$ cat src/rtl/btn_pulse_pkg.sv
// btn_pkg: shared types and default constants for the push-button conditioning stage.
package btn_pkg;

  typedef enum logic [1:0] {
    RELEASED    = 2'd0,
    PRESS_CHK   = 2'd1,
    PRESSED     = 2'd2,
    RELEASE_CHK = 2'd3
  } btn_state_t;

  // 10 ms debounce window at 100 MHz
  localparam logic [31:0] DEB_CNT_DEF = 32'd1_000_000;
  // 0.5 s until the first auto-repeat, then one repeat every 0.2 s
  localparam logic [31:0] REP_DLY_DEF = 32'd50_000_000;
  localparam logic [31:0] REP_PER_DEF = 32'd20_000_000;

endpackage

$ cat src/rtl/btn_pulse_if.sv
// Button bus: raw input towards the conditioner, pulse and level back out.
interface btn_pulse_if;

  logic BTN_IN;
  logic BTN_PULSE;
  logic BTN_LEVEL;

  // board / stimulus side
  modport master (output BTN_IN, input BTN_PULSE, input BTN_LEVEL);
  // conditioner side
  modport slave  (input BTN_IN, output BTN_PULSE, output BTN_LEVEL);

endinterface

$ cat src/rtl/btn_pulse_sync_2ff.sv
// sync_2ff: generic two-flop synchroniser for asynchronous board inputs.
module sync_2ff #(
  parameter int unsigned WIDTH = 1
) (
  input  logic             CLK,
  input  logic             RST,
  input  logic [WIDTH-1:0] d,
  output logic [WIDTH-1:0] q
);

  logic [WIDTH-1:0] s1;

  // two-stage metastability filter, both stages cleared by reset
  always_ff @(posedge CLK or posedge RST) begin
    if (RST) begin
      s1 <= '0;
      q  <= '0;
    end else begin
      s1 <= d;
      q  <= s1;
    end
  end

endmodule

$ cat src/rtl/btn_pulse.sv
// btn_pulse: synchronise, debounce and edge-detect a raw push-button.
// Emits one registered BTN_PULSE per confirmed press plus a debounced BTN_LEVEL.
// Optional auto-repeat while held: define BTN_REPEAT_EN.
module btn_pulse
  import btn_pkg::*;
#(
  parameter logic [31:0] DEB_CNT = DEB_CNT_DEF
`ifdef BTN_REPEAT_EN
  ,
  parameter logic [31:0] REP_DLY = REP_DLY_DEF,
  parameter logic [31:0] REP_PER = REP_PER_DEF
`endif
) (
  input  logic       CLK,
  input  logic       RST,
  btn_pulse_if.slave btn
);

  logic        s;
  btn_state_t  state, state_nxt;
  logic [31:0] cnt, cnt_nxt;
  logic        level, level_nxt;
  logic        pulse, pulse_nxt;
`ifdef BTN_REPEAT_EN
  logic [31:0] rcnt, rcnt_nxt;
`endif

  sync_2ff #(.WIDTH(1)) u_sync (
    .CLK (CLK),
    .RST (RST),
    .d   (btn.BTN_IN),
    .q   (s)
  );

  // state, stability counter and registered outputs
  always_ff @(posedge CLK or posedge RST) begin
    if (RST) begin
      state <= RELEASED;
      cnt   <= '0;
      level <= 1'b0;
      pulse <= 1'b0;
    end else begin
      state <= state_nxt;
      cnt   <= cnt_nxt;
      level <= level_nxt;
      pulse <= pulse_nxt;
    end
  end

`ifdef BTN_REPEAT_EN
  // hold-time counter for auto-repeat
  always_ff @(posedge CLK or posedge RST) begin
    if (RST) rcnt <= '0;
    else     rcnt <= rcnt_nxt;
  end
`endif

  // debounce FSM: next state, counter and pulse/level decisions
  always_comb begin
    state_nxt = state;
    cnt_nxt   = cnt;
    level_nxt = level;
    pulse_nxt = 1'b0;
    case (state)
      RELEASED: begin
        if (s) begin
          state_nxt = PRESS_CHK;
          cnt_nxt   = '0;
        end
      end
      PRESS_CHK: begin
        if (!s) begin
          state_nxt = RELEASED;
        end else if (cnt == DEB_CNT - 32'd1) begin
          state_nxt = PRESSED;
          level_nxt = 1'b1;
          pulse_nxt = 1'b1;
        end else begin
          cnt_nxt = cnt + 32'd1;
        end
      end
      PRESSED: begin
        if (!s) begin
          state_nxt = RELEASE_CHK;
          cnt_nxt   = '0;
        end
      end
      RELEASE_CHK: begin
        if (s) begin
          state_nxt = PRESSED;
        end else if (cnt == DEB_CNT - 32'd1) begin
          state_nxt = RELEASED;
          level_nxt = 1'b0;
        end else begin
          cnt_nxt = cnt + 32'd1;
        end
      end
      default: begin
        state_nxt = RELEASED;
        cnt_nxt   = '0;
        level_nxt = 1'b0;
        pulse_nxt = 1'b0;
      end
    endcase
`ifdef BTN_REPEAT_EN
    // Reloading with REP_DLY-REP_PER (mod 2^32) makes the next match with
    // REP_DLY-1 land exactly REP_PER cycles later, so one compare serves both
    // the initial delay and the repeat period.
    rcnt_nxt = '0;
    if (state == PRESSED) begin
      if (rcnt == REP_DLY - 32'd1) begin
        pulse_nxt = 1'b1;
        rcnt_nxt  = REP_DLY - REP_PER;
      end else begin
        rcnt_nxt = rcnt + 32'd1;
      end
    end
`endif
  end

  assign btn.BTN_PULSE = pulse;
  assign btn.BTN_LEVEL = level;

endmodule

$ cat src/flat_wrapper.sv
// flat-port wrapper written by rule: the top's interface ports become plain ports
module btn_pulse_flat import btn_pkg::*;
#(
  parameter logic [31:0] DEB_CNT = DEB_CNT_DEF

)
  (CLK, RST, btn_BTN_IN, btn_BTN_PULSE, btn_BTN_LEVEL);
  btn_pulse_if btn_i ();
  input  logic CLK;
  input  logic RST;
  input wire logic [$bits(btn_i.BTN_IN)-1:0] btn_BTN_IN;
  output wire logic [$bits(btn_i.BTN_PULSE)-1:0] btn_BTN_PULSE;
  output wire logic [$bits(btn_i.BTN_LEVEL)-1:0] btn_BTN_LEVEL;
  assign btn_i.BTN_IN = btn_BTN_IN;
  assign btn_BTN_PULSE = btn_i.BTN_PULSE;
  assign btn_BTN_LEVEL = btn_i.BTN_LEVEL;
  btn_pulse #(.DEB_CNT(DEB_CNT)) u_core (.CLK(CLK), .RST(RST), .btn(btn_i));
endmodule
$ cat config.mk
export PLATFORM = sky130hd
export DESIGN_NAME = btn_pulse_flat
export DESIGN_NICKNAME = d
export VERILOG_FILES = /design/src/rtl/btn_pulse_pkg.sv /design/src/rtl/btn_pulse_if.sv /design/src/rtl/btn_pulse_sync_2ff.sv /design/src/rtl/btn_pulse.sv /design/src/flat_wrapper.sv
export SDC_FILE = /design/constraint.sdc
export NUM_CORES = 1
export LEC_CHECK = 0
export CORE_ASPECT_RATIO = 1.5
export CORE_MARGIN = 3
export CORE_UTILIZATION = 40
export CTS_BUF_LIST = sky130_fd_sc_hd__clkbuf_8
export DETAILED_ROUTE_END_ITERATION = 10
export HOLD_SLACK_MARGIN = 0.02
export SLEW_MARGIN = 25
export SYNTH_ARGS = -nofsm -noshare
export SYNTH_HDL_FRONTEND = slang
export SYNTH_SLANG_ARGS = --single-unit
$ cat constraint.sdc
create_clock -name CLK -period 2.75 [get_ports CLK]
set_input_delay 0.275 -clock CLK [delete_from_list [all_inputs] [get_ports CLK]]
set_output_delay 0.275 -clock CLK [all_outputs]
set_load 0.005 [all_outputs]
==> out/qor.csv <==
metric,value,unit
crit path max fanout,14,
synthesized area,2190,um2
DRT iter0 DRCs,95,
Area contributors post-synth,"dfrtp_1, nand2_1, nand4_1",
Synth warnings,0,
TNS Setup,0,ns
vias per cell,6.06,
TritonCTS clock tree,yes,
Starting Density,42.0,%
Async SR Flop Fraction,100,%
Die ar.,6410,um2
DIE WIDTH,66.4,um
GR Util met2,32.8,%
GR Layer Usage met1,24.2,%
Core Area,5200,um2
WP data arrival,2.42,ns
Post-Syn Nets,248,
WP data required,2.92,ns
ant diodes,0,
"Worst Setup Slack, final",0.497,ns
Top-Level Pins,5,
first-pass GRT wire length,9340,um
Fin. Hold Viols,0,
deepest clock path buffer count,2,
maximum clock rate,444,MHz
area grow syn2layout,9.95,%
status,"finished, final reports clean",
number of antenna violations at the first check in global routing,0,
top-count cell post-synth,dfrtp_1,
Max H-tree Level,2,
"Setup violations, final",0,
crit path capture type,flop,
kind of cell adding the most delay to the critical path,simple AND/OR/NAND/NOR gates,
total power,1.04,mW
global-route layer with the greatest usage,met2,
Netlist cell types,46,
Global Route Usage Sum,19.1,%
cells resized by post-CTS repair,0,
final worst path period need,2.25,ns
Post-Syn Area per Cell,8.96,um2
met3 Usage GRT,2.89,%
pwr/cell area,432,nW/um2
number of synthesized flops with an enable pin,0,
Setup Skew,0.00527,ns
total number of vias,1920,
row count,32,
area share of the largest cell type after synthesis,43.5,%
Post-CTS Setup Inserts,0,
ys flop type,dfrtp_1,
clock sink total,38,
cell taking the most area after synthesis,dfrtp_1,
Final ANT Viol Nets,0,
largest family of logic cells by synthesized area,simple AND/OR/NAND/NOR gates,
GPL Wtd Cong,0.773,
simple-gate share of the synthesized area,26.3,%
Post-Synth Adder-Cell Area,0.572,%
delay of the slowest critical-path stage,0.43,ns
hold buffer count at CTS,0,
"Seq/Total Area, Yosys",43.5,%
max_cap viols,0,
"Slowest-stage cell, CP",or3_4,
fin crit share,81.9,%
pin count of the biggest net entering global routing,39,
nets,253,
Max VDD drop,0.282,mV
Startpoint Class,flop,
CTS Buf Count,5,
CP Cell Sequence,ha_1 -> nand3_4 -> or3_4 -> o31ai_4 -> buf_4 -> nor4_1 -> a311o_1,
layout cells sized above 1,10.4,%
Place WS,0.523,ns
CP bufs+invs,1,
Synth top cells by count,"dfrtp_1, nand2_1, nand3_1, nand4_1, nor2_1",
routed len/inst,16.6,um
Worst R2R Setup Slack,0.50,ns
Hold Crit Class,reg2reg,
critical path type,reg2reg,
global route total overflow,0,
mux contribution to synthesized area,2.80,%
drt first pass iters,4,
hpwl dp,3610,um
"Clk Latency, worst-skew pair",0.29,ns
leakage,0.972,nW
RSZ-0062 raised after global routing,false,
vias in the first global route,1894,
Least-Margin Pin Slew,0.494,ns
IO buf count,4,
cells after synthesis,244,
number of synthesized register bits,38,
Synth Area in Compound Gates,20.9,%
post-synthesis xor/xnor area fraction,1.14,%
count of final max-slew check failures,0,
Root Driver,clkbuf_8,
Post-Route Utilization,46.2,%
DR DRC count,0,
clock slew at reported path FFs,0.08,ns
total routed wirelength,5250,um
height of the die,96.6,um
relative slew slack,67.1,%
-- cell families (layout without fill, tap and decap cells) --
kind of cell             Yosys count  count (layout)
buffers and inverters             22              27
AND/OR/NAND/NOR                  108             108
adder cells (fa/ha/maj)            1               1
multiplexers                       6               6
XOR/XNOR                           2               2
AO/OA/AOI/OAI                     67              67
flip-flops                        38              38
-- final timing paths --
kind | from | to | depth (start not counted)
min in group asynchronous | RST | u_core.u_sync.s1 | 3
max in group asynchronous | RST | u_core.cnt[12] | 3
worst max register to register | u_core.cnt[1] | u_core.cnt[9] | 7
worst max-delay path | u_core.cnt[1] | u_core.cnt[9] | 7
worst min register to register | u_core.u_sync.s1 | u_core.u_sync.q | 0
worst min-delay path | u_core.u_sync.s1 | u_core.u_sync.q | 0
-- flip-flops by register name (all words and copies together), names as in the netlist, named ones only --
signal / count
u_core.u_sync.s1: 1
u_core.btn.BTN_PULSE: 1
u_core.btn.BTN_LEVEL: 1
u_core.u_sync.q: 1
u_core.state: 1
u_core.cnt: 32
-- power breakdown --
group	switching (mW)	internal, mW
Combinational	0.0502	0.0308
Clock	0.194	0.170
Sequential	0.0215	0.572
-- per-layer routing --
metal,part of all wire [%],vias to the layer above,wire length (um)
li1,-,934,-
met1,44,947,2300
met2,52,33,2760
met3,2.6,6,138
met4,1.1,0,56
met5,0,-,0
-- worst reg2reg max path, delay by kind of cell (launching register included) --
kind                       cells  cell delay (ns)
DFF                            1             0.40
adders and majority gates      1             0.26
buffers and inverters          1             0.24
AOI/OAI and AO/OA              2             0.61
and+or+nand+nor                3             0.64
-- through the flow --
| step | hold WS, ns | instances | instance area [um2] |
|---|---|---|---|
| final | 0.353 | 317 | 2400 |
| after global routing | 0.373 | 317 | 2400 |
| after CTS | 0.358 | 317 | 2400 |
| after detailed placement | 0.340 | 310 | 2330 |
| after global placement | 0.333 | 310 | 2330 |
| after floorplan | 0.306 | 244 | 2190 |
-- layout make-up --
cell class              count  area (um2)
clock buffers               5        68.8
clock inverters             2        10.0
fillers                   532        2800
inverters                   4        15.0
multi-input cells         184        1130
flip-flops and latches     38         951
well taps                  68        85.1
repair buffers             16         143
-- placed cells by master, fill, tap and decap left out, drive strengths merged, types with 2 or more instances in the layout --
master          n
a31oi           8
inv             4
nor4b           2
dfrtp          38
mux2i           5
clkdlybuf4s50   4
a32o            2
a21oi           9
clkinv          2
nor2           13
o21ai          20
nand3          16
nand2          31
o31ai          12
and3            5
nand2b          2
or2             2
or4             2
o41ai           4
buf            12
nor3            3
nand4          15
and2            5
a41o            2
clkbuf          5
nor4            9
a22oi           2
a22o            2
No activity file was read; power rests on OpenSTA's default activity.
